$ cat src/rtl/xadc_pkg.sv
// Shared constants, register map and state encodings for the XADC DRP responder.
package xadc_pkg;

   localparam logic [6:0]  ADDR_RES_BASE = 7'h00;
   localparam logic [6:0]  ADDR_CFG0     = 7'h40;
   localparam logic [6:0]  ADDR_CFG1     = 7'h41;
   localparam logic [6:0]  ADDR_CFG2     = 7'h42;

   localparam logic [3:0]  SEQ_SINGLE    = 4'b0011;

   localparam logic [15:0] CFG0_RST      = 16'h0000;
   localparam logic [15:0] CFG1_RST      = 16'h0000;
   localparam logic [15:0] CFG2_RST      = 16'h0400;

   typedef enum logic {D_IDLE, D_WAIT} drp_state_t;
   typedef enum logic [1:0] {C_IDLE, C_CFG, C_CONV, C_EOC} conv_state_t;

   // Result registers occupy 0x00-0x1F.
   function automatic logic is_result_addr(input logic [6:0] a);
      return (a & 7'h60) == ADDR_RES_BASE;
   endfunction

endpackage

$ cat src/rtl/xadc_drp_responder_if.sv
// DRP bus plus event-mode conversion handshake between initiator and XADC stand-in.
interface xadc_drp_responder_if;
   logic        den;
   logic        dwe;
   logic [6:0]  daddr;
   logic [15:0] di;
   logic        drdy;
   logic [15:0] do_out;
   logic        convst;
   logic [11:0] sample_in;
   logic        busy_xadc;
   logic        eoc;
   logic        eos;
   logic [4:0]  channel;
   logic        protocol_err;

   modport master (
      output den, dwe, daddr, di, convst, sample_in,
      input  drdy, do_out, busy_xadc, eoc, eos, channel, protocol_err
   );

   modport slave (
      input  den, dwe, daddr, di, convst, sample_in,
      output drdy, do_out, busy_xadc, eoc, eos, channel, protocol_err
   );
endinterface

$ cat src/rtl/xadc_drp_slave.sv
// DRP responder FSM with the config register bank and the result register file.
module xadc_drp_slave
   import xadc_pkg::*;
#(
   parameter int RD_LATENCY = 2
) (
   input  logic        clk125,
   input  logic        rst_n,
   input  logic        den,
   input  logic        dwe,
   input  logic [6:0]  daddr,
   input  logic [15:0] di,
   output logic        drdy,
   output logic [15:0] do_out,
   output logic        protocol_err,
   output logic        commit,
   output logic [6:0]  commit_addr,
   output logic [4:0]  commit_sel,
   output logic [4:0]  cfg_sel,
   output logic [3:0]  seq_mode,
   input  logic        res_we,
   input  logic [4:0]  res_idx,
   input  logic [15:0] res_data
);

   drp_state_t  d_state, d_next;
   logic [3:0]  lat_cnt;
   logic [6:0]  addr_q;
   logic        we_q;
   logic [15:0] di_q;
   logic [15:0] cfg0, cfg1, cfg2;
   logic [15:0] result [32];
   logic [15:0] rdata;

   always_ff @(posedge clk125 or negedge rst_n) begin
      if (!rst_n) begin
         d_state <= D_IDLE;
         lat_cnt <= '0;
      end else begin
         d_state <= d_next;
         if (d_state == D_IDLE && den) lat_cnt <= 4'd1;
         else if (d_state == D_WAIT)   lat_cnt <= lat_cnt + 4'd1;
      end
   end

   always_ff @(posedge clk125) begin
      if (d_state == D_IDLE && den) begin
         addr_q <= daddr;
         we_q   <= dwe;
         di_q   <= di;
      end
   end

   always_comb begin
      d_next       = d_state;
      drdy         = 1'b0;
      protocol_err = 1'b0;
      case (d_state)
         D_IDLE: if (den) d_next = D_WAIT;
         D_WAIT: begin
            protocol_err = den;
            if (lat_cnt == 4'(RD_LATENCY)) begin
               drdy   = 1'b1;
               d_next = D_IDLE;
            end
         end
         default: d_next = D_IDLE;
      endcase
   end

   assign commit      = drdy && we_q;
   assign commit_addr = addr_q;
   assign commit_sel  = di_q[4:0];
   assign cfg_sel     = cfg0[4:0];
   assign seq_mode    = cfg1[15:12];

   always_ff @(posedge clk125 or negedge rst_n) begin
      if (!rst_n) begin
         cfg0 <= CFG0_RST;
         cfg1 <= CFG1_RST;
         cfg2 <= CFG2_RST;
      end else if (commit) begin
         case (addr_q)
            ADDR_CFG0: cfg0 <= di_q;
            ADDR_CFG1: cfg1 <= di_q;
            ADDR_CFG2: cfg2 <= di_q;
            default: ;
         endcase
      end
   end

   always_ff @(posedge clk125 or negedge rst_n) begin
      if (!rst_n) begin
         for (int i = 0; i < 32; i++) result[i] <= '0;
      end else if (res_we) begin
         result[res_idx] <= res_data;
      end
   end

   // Combinational read: a result written on the EOC edge is seen only from the next cycle.
   always_comb begin
      rdata = '0;
      if (is_result_addr(addr_q)) begin
         rdata = result[addr_q[4:0]];
      end else begin
         case (addr_q)
            ADDR_CFG0: rdata = cfg0;
            ADDR_CFG1: rdata = cfg1;
            ADDR_CFG2: rdata = cfg2;
            default:   rdata = '0;
         endcase
      end
   end

   assign do_out = (drdy && !we_q) ? rdata : 16'h0000;

endmodule

$ cat src/rtl/xadc_drp_responder.sv
// XADC stand-in: conversion FSM, delayed channel switch and DRP responder wiring.
module xadc_drp_responder
   import xadc_pkg::*;
#(
   parameter int RD_LATENCY      = 2,
   parameter int CONV_CYCLES     = 26,
   parameter int CFG_BUSY_CYCLES = 4,
   parameter int CH_SWITCH_LAG   = 1
) (
   input  logic                 clk125,
   input  logic                 rst_n,
   xadc_drp_responder_if.slave  bus
);

   logic        commit;
   logic [6:0]  commit_addr;
   logic [4:0]  commit_sel;
   logic [4:0]  cfg_sel;
   logic [3:0]  seq_mode;
   logic        res_we;

   conv_state_t c_state, c_next;
   logic [15:0] c_cnt;
   logic [11:0] sample_q;
   logic [4:0]  ch_q;
   logic [4:0]  channel_q;
   logic [4:0]  prev_sel;
   logic [7:0]  lag_cnt;
   logic [4:0]  eff_ch;
   logic        cfg_commit;
   logic        accept;
   logic        busy;

   xadc_drp_slave #(.RD_LATENCY(RD_LATENCY)) u_drp (
      .clk125       (clk125),
      .rst_n        (rst_n),
      .den          (bus.den),
      .dwe          (bus.dwe),
      .daddr        (bus.daddr),
      .di           (bus.di),
      .drdy         (bus.drdy),
      .do_out       (bus.do_out),
      .protocol_err (bus.protocol_err),
      .commit       (commit),
      .commit_addr  (commit_addr),
      .commit_sel   (commit_sel),
      .cfg_sel      (cfg_sel),
      .seq_mode     (seq_mode),
      .res_we       (res_we),
      .res_idx      (ch_q),
      .res_data     ({sample_q, 4'b0000})
   );

   assign cfg_commit = commit && (commit_addr == ADDR_CFG0 || commit_addr == ADDR_CFG1);
   assign eff_ch     = (lag_cnt != 8'd0) ? prev_sel : cfg_sel;

   // A config commit overrides every state, including the convst-acceptance path.
   always_comb begin
      c_next = c_state;
      accept = 1'b0;
      if (cfg_commit) begin
         c_next = C_CFG;
      end else begin
         case (c_state)
            C_IDLE: if (bus.convst && seq_mode == SEQ_SINGLE) begin
               accept = 1'b1;
               c_next = C_CONV;
            end
            C_CONV: if (c_cnt == 16'(CONV_CYCLES))     c_next = C_EOC;
            C_CFG:  if (c_cnt == 16'(CFG_BUSY_CYCLES)) c_next = C_IDLE;
            C_EOC:  c_next = C_IDLE;
            default: c_next = C_IDLE;
         endcase
      end
   end

   assign busy   = (c_state == C_CONV) || (c_state == C_CFG);
   assign res_we = (c_state == C_EOC);

   always_ff @(posedge clk125 or negedge rst_n) begin
      if (!rst_n) begin
         c_state   <= C_IDLE;
         c_cnt     <= '0;
         channel_q <= '0;
         prev_sel  <= '0;
         lag_cnt   <= '0;
      end else begin
         c_state <= c_next;
         if (cfg_commit || accept) c_cnt <= 16'd1;
         else if (busy)            c_cnt <= c_cnt + 16'd1;
         if (c_state == C_CONV && c_next == C_EOC) channel_q <= ch_q;
         if (commit && commit_addr == ADDR_CFG0 && commit_sel != cfg_sel) begin
            prev_sel <= cfg_sel;
            lag_cnt  <= 8'(CH_SWITCH_LAG);
         end else if (accept && lag_cnt != 8'd0) begin
            lag_cnt  <= lag_cnt - 8'd1;
         end
      end
   end

   always_ff @(posedge clk125) begin
      if (accept) begin
         sample_q <= bus.sample_in;
         ch_q     <= eff_ch;
      end
   end

   assign bus.busy_xadc = busy;
   assign bus.eoc       = res_we;
   assign bus.eos       = res_we;
   assign bus.channel   = channel_q;

endmodule
$ cat src/flat_wrapper.sv
// flat-port wrapper written by rule: the top's interface ports become plain ports
module xadc_drp_responder_flat import xadc_pkg::*;
#(
   parameter int RD_LATENCY      = 2,
   parameter int CONV_CYCLES     = 26,
   parameter int CFG_BUSY_CYCLES = 4,
   parameter int CH_SWITCH_LAG   = 1
)
  (clk125, rst_n, bus_den, bus_dwe, bus_daddr, bus_di, bus_convst, bus_sample_in, bus_drdy, bus_do_out, bus_busy_xadc, bus_eoc, bus_eos, bus_channel, bus_protocol_err);
  xadc_drp_responder_if bus_i ();
  input  logic clk125;
  input  logic rst_n;
  input wire logic [$bits(bus_i.den)-1:0] bus_den;
  input wire logic [$bits(bus_i.dwe)-1:0] bus_dwe;
  input wire logic [$bits(bus_i.daddr)-1:0] bus_daddr;
  input wire logic [$bits(bus_i.di)-1:0] bus_di;
  input wire logic [$bits(bus_i.convst)-1:0] bus_convst;
  input wire logic [$bits(bus_i.sample_in)-1:0] bus_sample_in;
  output wire logic [$bits(bus_i.drdy)-1:0] bus_drdy;
  output wire logic [$bits(bus_i.do_out)-1:0] bus_do_out;
  output wire logic [$bits(bus_i.busy_xadc)-1:0] bus_busy_xadc;
  output wire logic [$bits(bus_i.eoc)-1:0] bus_eoc;
  output wire logic [$bits(bus_i.eos)-1:0] bus_eos;
  output wire logic [$bits(bus_i.channel)-1:0] bus_channel;
  output wire logic [$bits(bus_i.protocol_err)-1:0] bus_protocol_err;
  assign bus_i.den = bus_den;
  assign bus_i.dwe = bus_dwe;
  assign bus_i.daddr = bus_daddr;
  assign bus_i.di = bus_di;
  assign bus_i.convst = bus_convst;
  assign bus_i.sample_in = bus_sample_in;
  assign bus_drdy = bus_i.drdy;
  assign bus_do_out = bus_i.do_out;
  assign bus_busy_xadc = bus_i.busy_xadc;
  assign bus_eoc = bus_i.eoc;
  assign bus_eos = bus_i.eos;
  assign bus_channel = bus_i.channel;
  assign bus_protocol_err = bus_i.protocol_err;
  xadc_drp_responder #(.RD_LATENCY(RD_LATENCY), .CONV_CYCLES(CONV_CYCLES), .CFG_BUSY_CYCLES(CFG_BUSY_CYCLES), .CH_SWITCH_LAG(CH_SWITCH_LAG)) u_core (.clk125(clk125), .rst_n(rst_n), .bus(bus_i));
endmodule
$ cat config.mk
export PLATFORM = sky130hd
export DESIGN_NAME = xadc_drp_responder_flat
export DESIGN_NICKNAME = d
export VERILOG_FILES = /design/src/rtl/xadc_pkg.sv /design/src/rtl/xadc_drp_responder_if.sv /design/src/rtl/xadc_drp_slave.sv /design/src/rtl/xadc_drp_responder.sv /design/src/flat_wrapper.sv
export SDC_FILE = /design/constraint.sdc
export NUM_CORES = 1
export LEC_CHECK = 0
export ABC_AREA = 1
export CAP_MARGIN = 0
export CELL_PAD_IN_SITES_DETAIL_PLACEMENT = 0
export CELL_PAD_IN_SITES_GLOBAL_PLACEMENT = 1
export CORE_ASPECT_RATIO = 0.9
export CORE_MARGIN = 4
export CORE_UTILIZATION = 51
export DETAILED_ROUTE_END_ITERATION = 8
export GPL_ROUTABILITY_DRIVEN = 0
export PLACE_DENSITY_LB_ADDON = 0.1
export SETUP_SLACK_MARGIN = 0.5
export SLEW_MARGIN = 40
export SYNTH_ARGS = -nofsm -noshare
export SYNTH_HDL_FRONTEND = slang
export SYNTH_SLANG_ARGS = --single-unit
$ cat constraint.sdc
create_clock -name clk125 -period 3.35 [get_ports clk125]
set_input_delay 1.005 -clock clk125 [delete_from_list [all_inputs] [get_ports clk125]]
set_output_delay 1.005 -clock clk125 [all_outputs]
set_load 0.01 [all_outputs]
# Word level (Yosys, flattened, before mapping)
# Index checks and enable logic that the tools add are counted.
# op_classes
add_sub_neg,3
n_bitwise,3
reduce_logical,23
order_cmp,3
n_eq_ne,12
mux,30
# op_table
operator,count
512-bit bitwise mux,1
16-bit 2-to-1 mux,7
16-bit binary-select mux with 5-bit select,1
16-bit demux with 5-bit select,1
16-bit one-hot mux with 3 select lines,1
7-bit equality test (second input constant),3
16-bit by 1-bit adder with 16-bit output (second input constant),1
16-bit by 3-bit equality test with 1-bit output (second input constant),1
16-bit by 5-bit equality test with 1-bit output (second input constant),1
8-bit 2-to-1 mux,2
6-bit greater-or-equal comparator (second input constant),2
5-bit NOT with 6-bit output,2
1-bit logical AND,10
4-bit by 2-bit equality test with 1-bit output (second input constant),2
1-bit 2-to-1 mux,8
2-bit 2-to-1 mux,4
4-bit 2-to-1 mux,2
2-bit one-hot mux with 4 select lines,1
8-bit nonzero test,1
8-bit by 1-bit subtractor with 8-bit output (second input constant),1
7-bit logical NOT,1
2-bit equality test (second input constant),3
6-bit by 1-bit < comparator with 1-bit output (second input constant),1
2-bit AND reduction,3
other kinds (10),14
# totals
ff_bits,642
word_cells,121
inputBits,40

# Depth between registers and ports, before layout
# depth
depth_word,9
mapped_depth,15

# Hierarchy
# Synthesis repeated with hierarchy kept, for this count alone.
# hier_totals
hier_cells,3589
hier_area_um2,29318.1
# by_module_without_submodules
mod,instances,area_each_um2,seq_area_each_um2,cells_each
xadc_drp_slave,1,26635.5,14860.5,3288
xadc_drp_responder,1,2682.6,1411.4,301

# Least setup slack after synthesis
# Ideal clock, no wire load.
# synth_timing
kind,in2reg
from,input bus_den
to,register u_core.u_drp.lat_cnt[3]
required_time_ns,3.223
arrival_time_ns,2.464
slack_ns,0.759
n_path_buf,0
cell_stages,5
cell_sequence,inv_1 -> nor2_1 -> inv_1 -> nand3_1 -> o21ai_0
# synth_between
elab_chain_cells,2
elab_cells_between_ends,3
# synth_lines
element,line_no,source
from (decl),flat_wrapper.sv:13,input wire logic [$bits(bus_i.den)-1:0] bus_den;
1-bit logical AND (*),xadc_drp_slave.sv:41,if (d_state == D_IDLE && den) lat_cnt <= 4'd1;
4-bit 2-to-1 mux / 2-bit nonzero test (equally long branches),n/a,
to (signal assigned),xadc_drp_slave.sv:42,else if (d_state == D_WAIT) lat_cnt <= lat_cnt + 4'd1;
to (decl),xadc_drp_slave.sv:27,logic [3:0] lat_cnt;
# Mark *: on every way between the ends. The rest lies on a longest branch, timed or not.
# A chain may end at the register's enable or synchronous reset.

# Worst setup path in the final report
# layout_timing
from,"register u_core.u_drp.addr_q[0], in the netlist u_core.u_drp.commit_addr[0]"
to,output bus_do_out[14]
# layout_between
elab_chain_cells,6
elab_cells_between_ends,10
# layout_lines
element,line_no,source
from (decl),xadc_drp_slave.sv:28,logic [6:0] addr_q;
from (signal assigned),xadc_drp_slave.sv:48,addr_q <= daddr;
5-bit NOT with 6-bit output (not written as such),xadc_drp_slave.sv:104,rdata = result[addr_q[4:0]];
16-bit binary-select mux with 5-bit select,xadc_drp_slave.sv:104,
16-bit 2-to-1 mux (not written as such) (2 in a row),xadc_drp_slave.sv:104,
16-bit 2-to-1 mux (*),xadc_drp_slave.sv:103,if (is_result_addr(addr_q)) begin
16-bit 2-to-1 mux (*),xadc_drp_slave.sv:115,assign do_out = (drdy && !we_q) ? rdata : 16'h0000;
to (decl),flat_wrapper.sv:20,output wire logic [$bits(bus_i.do_out)-1:0] bus_do_out;
# Mark *: on every way between the ends. The rest lies on a longest branch, timed or not. The select of a mux whose other input is x is not followed.

==> results.cfg <==
[sta]
timing.hold.ws_ns = 0.3684
slew_headroom = 0.4572
fin_crit_ns = 3.758
worstMarginPinSlew_ns = 0.8122
fmax_ghz = 0.2661
finClkSkew_ns = 0.02742
report.final.hold_viol_count = 0
finalMaxSlewViolations = 0
finalSetupViolCount = 16
setup_tns_ns = -4.397
finalCritPeriodShare = 1.122
finalWorstSetupSlack_ns = -0.4084
rsz0062_at_grt = true

[critical_path]
critical_path_cell_sequence = buf_6 > buf_6 > nor2_4 > buf_12 > buf_8 > a21oi_2 > o211ai_1 > o211ai_1 > nand2_1 > nand3_2 > nand2_2 > buf_6
crit_path_start = u_core.u_drp.commit_addr[0]
cp_slowest_stage_delay_ns = 0.41
critical_path_class = reg -> out
cp_data_arrival_time_ns = 2.75
reg2reg_setup_slack_ns = 0.73
critPathMaxFanout = 6
path_buf_inv = 5
crit_path_end_kind = primary output
cell_repeated_most_along_the_worst_path = buf_6
crit-reg2reg-capture = u_core.u_drp.cfg0[5]
startpoint_type = flop
path_delay_family = buffers and inverters
r2r_cells = 12
worst-path-stages = 12
worstPathRequired_ns = 2.34
critical_path.slowest_cell = edfxtp_1
crit-reg2reg-launch = u_core.u_drp.commit_addr[0]

[synth]
post_synthesis_instance_total = 2865
ys_ff_latch = 514
synth_area_leaders = dfrtp_1 (50%), nand2_1 (15%), o21ai_0 (9.4%)
synth.avg_cell_area_sq_um = 8.180
yosysTopAreaCell = dfrtp_1
yosysWarnings = 0
asyncSetResetFlopFracSynth = 0.9202
yosysUniqueCellTypes = 42
mappedNetlistArea_sq_um = 23430
synth_edf_count = 41
netlist.area_leader.share = 0.5040
synth_flop_cell = dfrtp_1
postSynthNetCount = 2918
ys_seq_area_frac = 0.5577

[route]
remaining_drc_errors = 0
via_per_inst = 5.582
antenna_left = 0
drtIter0Drc = 2006
postRouteWirelength_mm = 73.22
avgRoutedWirePerCell_um = 20.09
dr_total_vias = 20350
drt_pass1_iterations = 6

[cells_and_area]
drive_above_1_share = 0.1462
nNetsFinal = 3044
post-route-cell-area_sq_um = 28430
syn2layout_area_growth_pct = 21.31
n_antenna_cell = 0

[die]
io_pins = 66
die_x_um = 234.0
starting_density_of_the_core = 0.5165
fp.dieH_um = 211.4
placementRows = 74
fp.coreArea_sq_um = 45370
design.die.area_sq_um = 49450

[global_routing]
number_of_global_route_vias_before_repair = 19850
antenna_violations_before_repair = 0
wire_length_of_the_first_global_routing_pass_mm = 115.5
grt_util_all_layers = 0.3011
grt_start_max_net_pins = 79
grt_remaining_overflow = 0

[place]
place.port_buffers = 65
post-dp-hpwl_mm = 46.37
placement.setup.worst_slack_ns = -0.2623
dp_area_sq_um = 25500

[power]
largest_vdd_supply_drop_mv = 0.4734
leakagePower_nw = 13.22
power.density_nw_per_um2 = 537.2

[clock_tree]
h-tree-depth = 2
clock-root-buffer = clkbuf_16
worstSkewPairLatency_ns = 0.62
tritoncts.num_buffers = 54
clock_input_transition_at_the_sequential_cells_of_the_worst_setup_and_hold_paths_ns = 0.06
tritoncts = built
clock-sinks = 514
cts.path.max_buffers = 3

[status]
violations = negative setup slack
status = finished with violations

[min_path]
hold_path.class = in -> async

[run]
timing.max_cap.violations = 0
sequential cells by signal (all words and copies together), names as in the netlist:
signal	cells
u_core.bus.channel	5
u_core.c_cnt	16
u_core.c_state	2
u_core.ch_q	5
u_core.lag_cnt	8
u_core.prev_sel	5
u_core.sample_q	12
u_core.u_drp.cfg0	16
u_core.u_drp.cfg1	16
u_core.u_drp.cfg2	16
u_core.u_drp.commit_addr	7
u_core.u_drp.d_state	1
u_core.u_drp.di_q	16
u_core.u_drp.lat_cnt	4
u_core.u_drp.result	384
u_core.u_drp.we_q	1
cell usage after synthesis (2+ instances only):
| cell type | number |
|---|---|
| a21oi_1 | 64 |
| a22oi_1 | 2 |
| buf_1 | 2 |
| buf_2 | 79 |
| buf_4 | 9 |
| clkbuf_1 | 93 |
| clkbuf_2 | 3 |
| dfrtp_1 | 472 |
| edfxtp_1 | 41 |
| ha_1 | 13 |
| inv_1 | 145 |
| inv_2 | 11 |
| inv_4 | 2 |
| nand2_1 | 922 |
| nand2_2 | 6 |
| nand3_1 | 185 |
| nand4_1 | 6 |
| nor2_1 | 245 |
| nor2_2 | 3 |
| nor2_4 | 2 |
| nor3_1 | 10 |
| nor3_2 | 8 |
| nor4_4 | 2 |
| o211ai_1 | 19 |
| o21ai_0 | 442 |
| o21ai_1 | 55 |
| xnor2_1 | 3 |
| xor2_1 | 7 |
routing by layer:
| metal | track usage | share of wire | routed length [um] |
|---|---|---|---|
| met5 | 0 | 0 | 0 |
| met4 | 0.1022 | 0.033 | 2429 |
| met3 | 0.04736 | 0.073 | 5352 |
| met2 | 0.4599 | 0.45 | 32640 |
| met1 | 0.4429 | 0.45 | 32800 |
area by class of cell:
class / instances / area (sq um)
clock buffer: 79 / 1649
fill: 4027 / 16940
multi-input combinational: 2006 / 9400
inverter: 159 / 624.3
timing repair buffer: 256 / 2671
sequential: 514 / 13070
tap: 608 / 760.7
clock inverter: 23 / 255.2
layout by cell type, fill, tap and decap left out, types with 12 or more instances in the layout:
cell type | netlist | layout
clkbuf_16 | 0 | 58
a21oi_1 | 64 | 57
clkbuf_8 | 0 | 14
inv_2 | 11 | 15
buf_2 | 79 | 12
nand3_1 | 185 | 151
o21ai_1 | 55 | 65
nand2_2 | 6 | 29
nor2_2 | 3 | 14
nand2_1 | 922 | 894
o21ai_0 | 442 | 420
buf_6 | 0 | 23
nand3_2 | 1 | 28
inv_1 | 145 | 136
o211ai_1 | 19 | 19
dfrtp_1 | 472 | 472
nor2_1 | 245 | 234
edfxtp_1 | 41 | 41
buf_4 | 9 | 132
buf_12 | 0 | 31
clkdlybuf4s50_1 | 0 | 42
worst max-delay path by stage:
stage,slack (ns),to
after detailed placement,-0.26,bus_do_out[4]
after CTS,-0.40,bus_do_out[5]
final,-0.41,bus_do_out[14]
after global routing,-0.53,bus_do_out[14]
after floorplan,0.76,u_core.u_drp.lat_cnt[3]
after global placement,-0.28,bus_do_out[4]
per-stage QoR:
| stage | cells | power (mW) | utilization |
|---|---|---|---|
| floorplan | 2865 | 7.845 | - |
| global placement | 3504 | 8.715 | 0.5621 |
| detailed placement | 3504 | 8.752 | 0.5621 |
| CTS | 3638 | 15.32 | 0.6224 |
| global route | 3645 | 15.88 | 0.6266 |
| finish | 3645 | 15.27 | 0.6266 |
worst register-to-register path, cell delays in order (launching register included):
cell and delay [ns]:
edfxtp_1 0.41, buf_6 0.16, buf_6 0.11, nor2_4 0.19
buf_12 0.18, buf_6 0.11, nand3_4 0.09, buf_6 0.16
buf_4 0.14, nor2_4 0.28, inv_1 0.37, nand2_1 0.16
o21ai_0 0.11
where the power goes:
| part | internal, mW | switching, mW |
|---|---|---|
| Clock | 3.80 | 2.60 |
| Sequential | 6.55 | 0.188 |
| Combinational | 0.823 | 1.32 |
logic make-up (layout without fill, tap and decap cells):
group | count (synthesis) | count (layout) | synth area share
adder cells (fa/ha/maj) | 13 | 13 | 0.006941
buffers and inverters | 345 | 517 | 0.06129
AO/OA/AOI/OAI | 587 | 587 | 0.1281
AND/OR/NAND/NOR | 1396 | 1396 | 0.2423
XOR/XNOR | 10 | 10 | 0.003738
flip-flops | 514 | 514 | 0.5577
timing repair:
action,in CTS,in global routing
resized for setup,208,38
setup endpoints to repair,21,17
hold buffers,0,0
buffers inserted,25,6
pin swaps,58,38
cloned,7,1
Note: power is estimated with default switching activity, not from simulation.
